<file path="src/rtl/muli_share_arbiter.sv">
// muli_share_arbiter
//   Shares one pipelined multiplier (a/b/ce/p, fixed LATENCY) among NUM_REQ
//   dataflow requesters. A round-robin arbiter issues at most one operand
//   pair per cycle. A tag pipe tracks which requester owns each in-flight
//   product, and each product is steered into that requester's one-entry
//   output buffer.
//
// Parameters
//   NUM_REQ   number of requesters (>= 2)
//   DATA_TYPE operand / result width
//   LATENCY   multiplier latency in ce-qualified edges (>= 1)
//
// Ports
//   clk, rst                      rising-edge clock; asynchronous active-low reset
//   req_lhs / req_rhs             per-requester operands, requester i in slice i
//   req_lhs_valid / req_rhs_valid per-requester operand valids (joined)
//   req_lhs_ready / req_rhs_ready per-requester accept (identical)
//   res_data / res_valid          per-requester product buffer
//   res_ready                     per-requester result accept
//   mul_a, mul_b, mul_ce          to the shared multiplier
//   mul_p                         product from the shared multiplier
//
// Optional feature (define MULI_SHARE_PERF_EN)
//   stall_cycles  cycles with mul_ce low while any product is in flight
//   issue_count   per-requester 16-bit issue counters
//   Both counters saturate at all-ones.
module muli_share_arbiter #(
    parameter int NUM_REQ   = 2,
    parameter int DATA_TYPE = 32,
    parameter int LATENCY   = 4
) (
    input  logic                         clk,
    input  logic                         rst,
    input  logic [NUM_REQ*DATA_TYPE-1:0] req_lhs,
    input  logic [NUM_REQ-1:0]           req_lhs_valid,
    input  logic [NUM_REQ*DATA_TYPE-1:0] req_rhs,
    input  logic [NUM_REQ-1:0]           req_rhs_valid,
    output logic [NUM_REQ-1:0]           req_lhs_ready,
    output logic [NUM_REQ-1:0]           req_rhs_ready,
    output logic [NUM_REQ*DATA_TYPE-1:0] res_data,
    output logic [NUM_REQ-1:0]           res_valid,
    input  logic [NUM_REQ-1:0]           res_ready,
    output logic [DATA_TYPE-1:0]         mul_a,
    output logic [DATA_TYPE-1:0]         mul_b,
    output logic                         mul_ce,
    input  logic [DATA_TYPE-1:0]         mul_p
`ifdef MULI_SHARE_PERF_EN
    ,
    output logic [31:0]                  stall_cycles,
    output logic [NUM_REQ*16-1:0]        issue_count
`endif
);

    localparam int unsigned NR    = NUM_REQ;
    localparam int          IDX_W = (NUM_REQ > 1) ? $clog2(NUM_REQ) : 1;

    logic [NUM_REQ-1:0]                req;
    logic [NUM_REQ-1:0]                grant;
    logic                              have_grant;
    logic [IDX_W-1:0]                  gidx;
    logic [IDX_W-1:0]                  ptr_q;
    logic                              issue;
    logic                              capture;

    logic                              tag_v   [LATENCY];
    logic [IDX_W-1:0]                  tag_idx [LATENCY];
    logic                              last_v;
    logic [IDX_W-1:0]                  last_idx;

    logic [NUM_REQ-1:0]                full_q;
    logic [NUM_REQ-1:0][DATA_TYPE-1:0] data_q;

    function automatic logic [IDX_W-1:0] wrap_add(input logic [IDX_W-1:0] base,
                                                  input int unsigned      off);
        return IDX_W'((32'(base) + off) % NR);
    endfunction

    // A requester only competes once both operands are present.
    assign req = req_lhs_valid & req_rhs_valid;

    // Round-robin: first requester at or after ptr, wrapping.
    always_comb begin
        have_grant = 1'b0;
        gidx       = '0;
        grant      = '0;
        for (int unsigned k = 0; k < NR; k++) begin
            if (!have_grant && req[wrap_add(ptr_q, k)]) begin
                have_grant = 1'b1;
                gidx       = wrap_add(ptr_q, k);
            end
        end
        if (have_grant) grant[gidx] = 1'b1;
    end

    always_comb begin
        mul_a = '0;
        mul_b = '0;
        for (int unsigned i = 0; i < NR; i++) begin
            if (grant[i]) begin
                mul_a = req_lhs[i*DATA_TYPE +: DATA_TYPE];
                mul_b = req_rhs[i*DATA_TYPE +: DATA_TYPE];
            end
        end
    end

    assign last_v   = tag_v[LATENCY-1];
    assign last_idx = tag_idx[LATENCY-1];

    // Stall only when the product leaving the pipe has nowhere to go.
    // Tag valids clear asynchronously, so mul_ce reads 1 throughout reset.
    assign mul_ce  = ~last_v | ~full_q[last_idx] | res_ready[last_idx];
    assign issue   = have_grant & mul_ce & rst;
    assign capture = mul_ce & last_v;

    assign req_lhs_ready = grant & {NUM_REQ{mul_ce & rst}};
    assign req_rhs_ready = req_lhs_ready;

    always_ff @(posedge clk or negedge rst) begin
        if (!rst) begin
            ptr_q <= '0;
        end else if (issue) begin
            ptr_q <= (gidx == IDX_W'(NR - 1)) ? '0 : gidx + 1'b1;
        end
    end

    always_ff @(posedge clk or negedge rst) begin
        if (!rst) begin
            for (int unsigned k = 0; k < LATENCY; k++) begin
                tag_v[k]   <= 1'b0;
                tag_idx[k] <= '0;
            end
        end else if (mul_ce) begin
            tag_v[0]   <= issue;
            tag_idx[0] <= gidx;
            for (int unsigned k = 1; k < LATENCY; k++) begin
                tag_v[k]   <= tag_v[k-1];
                tag_idx[k] <= tag_idx[k-1];
            end
        end
    end

    // A capture wins over a same-edge drain, so a buffer can refill while
    // being read without a bubble.
    always_ff @(posedge clk or negedge rst) begin
        if (!rst) begin
            full_q <= '0;
            data_q <= '0;
        end else begin
            for (int unsigned i = 0; i < NR; i++) begin
                if (capture && last_idx == IDX_W'(i)) begin
                    full_q[i] <= 1'b1;
                    data_q[i] <= mul_p;
                end else if (res_ready[i]) begin
                    full_q[i] <= 1'b0;
                end
            end
        end
    end

    assign res_valid = full_q;
    assign res_data  = data_q;

`ifdef MULI_SHARE_PERF_EN
    logic                       any_tag_v;
    logic [31:0]                stall_q;
    logic [NUM_REQ-1:0][15:0]   icnt_q;

    always_comb begin
        any_tag_v = 1'b0;
        for (int unsigned k = 0; k < LATENCY; k++) any_tag_v = any_tag_v | tag_v[k];
    end

    always_ff @(posedge clk or negedge rst) begin
        if (!rst) begin
            stall_q <= '0;
            icnt_q  <= '0;
        end else begin
            if (!mul_ce && any_tag_v && stall_q != '1) stall_q <= stall_q + 1'b1;
            if (issue && icnt_q[gidx] != '1) icnt_q[gidx] <= icnt_q[gidx] + 1'b1;
        end
    end

    assign stall_cycles = stall_q;
    assign issue_count  = icnt_q;
`endif

endmodule

</file>
<file path="config.mk">
export PLATFORM = sky130hd
export DESIGN_NAME = muli_share_arbiter
export DESIGN_NICKNAME = d
export VERILOG_FILES = /design/src/rtl/muli_share_arbiter.sv
export SDC_FILE = /design/constraint.sdc
export NUM_CORES = 1
export LEC_CHECK = 0
export BUFFER_PORTS_ARGS = -buffer_cell sky130_fd_sc_hd__buf_2
export CORE_AREA = 2 2 118 120
export DETAILED_ROUTE_END_ITERATION = 6
export DIE_AREA = 0 0 120 122
export SLEW_MARGIN = 20
export SYNTH_ARGS = -nofsm -noshare
export SYNTH_HDL_FRONTEND = slang
export SYNTH_SLANG_ARGS = --single-unit
</file>
<file path="constraint.sdc">
create_clock -name clk -period 4 [get_ports clk]
set_clock_uncertainty 0.15 [all_clocks]
set_input_delay 0.6 -clock clk [delete_from_list [all_inputs] [get_ports clk]]
set_output_delay 0.6 -clock clk [all_outputs]
set_load 0.03 [all_outputs]
</file>
Yosys cells after proc, flatten, opt, wreduce, memory -nomap -nowiden:

Index checks and enable logic that the tools add are counted.
Widths: inputs -> output; s select.

* register bits: 75
* output and inout bits: 135

* add/sub/neg operators: 2
* bitwise gates (word level): 11
* mux-type cells: 24
* order comparisons: 5
* reduce and logical (&&, ||, !) cells: 7

Operators with widths (number)
* $mux 32: 4
* $mux 1: 18
* $lt 1x2->1 const B: 4
* $and 1x1->1: 4
* $and 2x2->2: 2
* $logic_and 1x1->1: 4
* $reduce_bool 2->1: 2
* $not 1->1: 3
* $add 1x1->1 const B: 2
* $mux 2: 1
* $or 1x1->1: 2
* $demux 1 s1: 1
* $ge 1x1->1 const B: 1
* $logic_not 1->1: 1

Longest topological paths before layout:

* depth in word-level cells: 14
* mapped depth: 6

Worst setup path after synthesis:

OpenSTA, ideal clock, no wires.

* path type: input to output
* start point: in res_ready[0]
* end point: out req_rhs_ready[0]
* arrival: 2.106 ns
* cell stages on the path: 5
* required time: 3.250 ns
* buffers on the path: 2
* slack: 1.144 ns
* cells stage by stage: nand4bb_1 nand2_1 buf_4 nor3b_1 buf_4

* longest elaborated chain between the ends: 5

Ends and longest elaborated chain
* from (decl): RTL line 42 `input logic [NUM_REQ-1:0] res_ready,`
* $mux 1 (implied by the code) (2 in series): RTL line 111 `assign mul_ce = ~last_v | ~full_q[last_idx] | res_ready[last_idx];`
* $or 1x1->1: RTL line 111
* $and 1x1->1: RTL line 115 `assign req_lhs_ready = grant & {NUM_REQ{mul_ce & rst}};`
* $and 2x2->2: RTL line 115
* to (decl): RTL line 39 `output logic [NUM_REQ-1:0] req_rhs_ready,`

Every way passes these cells. The select of a mux whose other input is x is not followed.

Worst setup path after layout:

* start point: in req_lhs_valid[0]
* end point: out mul_b[17]

* longest elaborated chain between the ends: 14
* elaborated cells on any way between the ends: 19

Ends and longest elaborated chain
* from (decl): RTL line 35 `input logic [NUM_REQ-1:0] req_lhs_valid,`
* $and 2x2->2 *: RTL line 79 `assign req = req_lhs_valid & req_rhs_valid;`
* $mux 1 (implied by the code) (2 in series): RTL line 87 `if (!have_grant && req[wrap_add(ptr_q, k)]) begin`
* $mux 1: RTL line 87
* $logic_not 1->1: RTL line 87
* $logic_and 1x1->1: RTL line 87
* $mux 1: RTL line 87
* $lt 1x2->1 (implied by the code) / $ge 1x1->1 (equally long branches): RTL line 92 `if (have_grant) grant[gidx] = 1'b1;`
* $logic_and 1x1->1 (implied by the code): RTL line 92
* $mux 1 (implied by the code): RTL line 92
* $demux 1 s1: RTL line 92
* $mux 2 *: RTL line 92
* $mux 32: RTL line 99 `if (grant[i]) begin`
* $mux 32 *: RTL line 99
* to (decl): RTL line 44 `output logic [DATA_TYPE-1:0] mul_b,`

Mark *: on every way between the ends. The rest lies on a longest branch, timed or not. The select of a mux whose other input is x is not followed.

==> impl_summary.md <==
Timing
In this run the tightest slew margin relative to its limit is 36.0%. Static timing analysis puts the maximum clock frequency at 0.339 GHz. Setup repair after global routing left no endpoint under its margin.

The worst path uses 73.8% of the clock period. The count of final max-slew check failures is 0. The setup violation total in the final timing report is 0. The clock period minus final worst setup slack is 2950 ps. The final total negative setup slack is 0 ps. The final hold violation count is 0. The slew at the pin closest to its max-slew limit is 955 ps.

Cells and area
The final layout contains 720 nets. The combined area of the multi-input logic cells is 0.00156 mm^2. Registers take 0.00188 mm^2. The layout overhead on the synthesized area is 52.5%.

In the final layout, the share of cells above drive strength 1 is 71.8%. The filler cells instantiated in the layout total 1317. The finished layout holds 738 standard cells, fillers aside.

Pwr
For this design the ratio of total power to cell area is 709 mW/mm^2. IR analysis of the VDD net gives a maximum drop of 0.415 mV. Internal power comes to 2.29 mW. The fraction of power consumed by sequential logic is 32.5%. Per report_power, the combinational group accounts for 46.7% of the total. For this design the static power due to leakage is 2.97 nW. The analysis attributes to net switching a power of 1.64 mW. The portion of total power attributed to the clock network is 20.8%.

The share of total power consumed by net switching is 41.8%.

Floorplanning
The initial core utilization is 26.9%. The die is 120 um wide. The I/O pin count is 303. The number of core rows is 43. The core region is 0.0135 mm^2.

The overall die height is 122 um. The die covers 0.0146 mm^2.

Yosys
The mux contribution to synthesized area is 22.7%. Yosys mapped the design onto 26 distinct sky130hd cell types. Summing every instance area after synthesis gives 0.00364 mm^2. The portion of synthesized cell area occupied by the leading cell type is 51.6%. The post-synthesis average cell area is 14.1 um^2. The post-synthesis share of cell area spent on xor and xnor gates is 0%. The combinational family with the most area after synthesis is multiplexers. The synthesized netlist devotes 0% of its cell area to adder and majority cells.

Synthesis produced 258 cells. Of all cell types, the one taking the most synthesized area is dfrtp_1. Yosys attributes the largest share of cell area to dfrtp_1 52%, mux2_2 19%, a22o_1 15%. The fraction of the mapped netlist area in simple logic gates is 3.41%. The number of nets in the synthesized netlist is 426. The number of warnings printed during yosys synthesis is 0.

In this run, synthesis produced a sequential element count of 75. The share of the Yosys chip area taken by registers is 51.6%. The area fraction in compound gates after synthesis is 16.5%.

Route
After detailed routing, the number of remaining DRC violations is 0. The average wire length per cell after detail routing is 16.4 um. The routed design has 12.1 mm of wire. The number of search-and-repair iterations in the first detailed-routing pass is 4. The remaining number of nets flagged by the antenna check after routing is 0.

The total number of vias is 3411. After detailed routing, the number of vias per cell comes to 4.62. The detailed router finished its first iteration with 109 violations.

Setup path
The class of the most critical setup path is primary input to output port. The startpoint identified for the worst register-to-register timing path is last_idx$_DFFE_PN0N_. The type of element launching the critical path is a primary input.

For the worst setup path, the data required time is 3250 ps. In this run the worst path has a maximum fanout of 34. The most critical setup path has its startpoint at req_lhs_valid[0]. The kind of capture point of the worst setup path is an output port. The signal arrival time at the worst endpoint is 2200 ps.

CTS
The tree built by TritonCTS fans out to 75 sinks. The clock-pin transition on the worst setup and hold timing paths is 50 ps. TritonCTS built the clock tree.

The maximum root-to-sink buffer count is 2. The depth of the CTS H-tree is 3. The number of cells upsized or downsized after cts is 0. The clock reaches the later pin of the worst-skew pair after 330 ps. The tree is rooted in a clkbuf_16.

The count of hold buffers inserted by post-cts repair is 0. TritonCTS created 9 clock buffers. Buffers added to address setup during post-CTS repair amount to 0.

Outcome
The flow ran to the end, and the final reports show no timing, DRC or antenna violations.

Place
Buffers placed on the I/O ports in this run total 302. Detailed placement finished with a half-perimeter wire length of 9.50 mm. The number of cells after detailed placement is 720. The congestion estimate from routability-driven global placement came to 0.733.

Min path
The min-delay analysis places its worst path in the category register to register. The worst hold path begins at tag_v[1]$_DFFE_PN0N_.

GRT
The number of global-route vias before repair is 3258. The overall global routing resource usage is 15.5%. Entering global routing, the biggest net connects 77 pins. The initial antenna violation count was 2.

The aggregate global routing overflow is 0. The wire length of the first global-routing pass is 17.4 mm.

Flow run
The number of max-cap violations is 0.
-- power by group through the flow --
stage               registers, mW  clock network (mW)  logic (mW)
floorplan                    1.96                   0       0.594
global placement             1.27                   0        1.84
detailed placement           1.28                   0        1.86
CTS                          1.28               0.845        1.86
global route                 1.33               0.876        1.94
finish                       1.28               0.817        1.84
-- path summary, 6_finish.rpt --
| check | end | slack, ps | cells after the start |
|---|---|---|---|
| max | mul_b[17] | 1050 | 6 |
| max in group asynchronous | tag_v[2]$_DFFE_PN0N_ | 2700 | 2 |
| min | last_v$_DFFE_PN0N_ | 320 | 1 |
| min in group asynchronous | res_data[30]$_DFFE_PN0P_ | 360 | 2 |
| max reg2reg | res_data[27]$_DFFE_PN0P_ | 1920 | 2 |
| min reg2reg | last_v$_DFFE_PN0N_ | 320 | 1 |
-- stage by stage --
| step | power [mW] | setup slack (ps) | util (%) | hold slack (ps) | cell area, um^2 |
|---|---|---|---|---|---|
| floorplan | 2.55 | 1140 | - | 154 | 3640 |
| global placement | 3.11 | 1140 | 38.6 | 308 | 5210 |
| detailed placement | 3.14 | 1040 | 38.6 | 314 | 5210 |
| CTS | 3.99 | 1040 | 40.8 | 326 | 5510 |
| global route | 4.14 | 918 | 41.1 | 340 | 5550 |
| finish | 3.93 | 1050 | 41.1 | 323 | 5550 |
-- layout make-up --
cell class	instances	area share [%]
Multi-Input combinational cell	157	28.1
Tap cell	180	4.06
Antenna cell	2	0.0903
Clock buffer	11	4.56
Inverter	2	0.135
Timing Repair Buffer	307	28.3
Sequential cell	75	33.8
Clock inverter	4	0.880
-- state kept, by name, summed over array words and instances, names as in the netlist --
signal / count
last_idx: 1
last_v: 1
ptr_q: 1
res_data: 64
res_valid: 2
tag_idx: 3
tag_v: 3
-- cells in the final DEF, fill, tap and decap left out, types with 2 or more instances in the layout --
cell type and n:
inv_1 2, a22o_1 64, mux2_4 10, clkbuf_16 9
clkinv_2 2, nor2b_4 2, diode_2 2, dfrtp_1 75
buf_2 301, clkbuf_8 2, nand2b_1 2, nand2_1 6
buf_4 5, mux2_2 60
-- synth_stat cells --
| master | count |
|---|---|
| dfrtp_1 | 75 |
| a22o_1 | 64 |
| mux2_2 | 60 |
| buf_6 | 12 |
| mux2_4 | 10 |
| buf_2 | 8 |
| nand2_1 | 6 |
| buf_4 | 3 |
| inv_1 | 2 |
| nand2b_1 | 2 |
| a21oi_1 | 1 |
| a31o_2 | 1 |
| and3_1 | 1 |
| clkbuf_1 | 1 |
| nand3_1 | 1 |
| nand3b_2 | 1 |
| nand4b_1 | 1 |
| nand4bb_1 | 1 |
| nor2b_1 | 1 |
| nor2b_4 | 1 |
| nor3b_1 | 1 |
| nor3b_2 | 1 |
| o21a_1 | 1 |
| o21ba_2 | 1 |
| o31a_1 | 1 |
| or2_2 | 1 |
-- worst max-delay path, stage by stage --
cell and delay [ps]:
buf_2 100, nand2_1 140, o21ba_2 600, buf_4 360
a22o_1 190, buf_2 200
-- metal layers --
| layer | part of all wire (%) | global-route usage (%) | vias to the layer above |
|---|---|---|---|
| met1 | 39 | 18.6 | 1659 |
| li1 | - | - | 1567 |
| met5 | 0 | 0 | - |
| met2 | 50 | 25.3 | 165 |
| met4 | 3.4 | 7.94 | 0 |
| met3 | 7.6 | 4.40 | 20 |
-- kinds of logic after synthesis --
kind of cell	count (synthesis)
compound gates	69
buf+inv	26
flops	75
mux	70
simple gates	18
(Power assumes the default switching activity.)
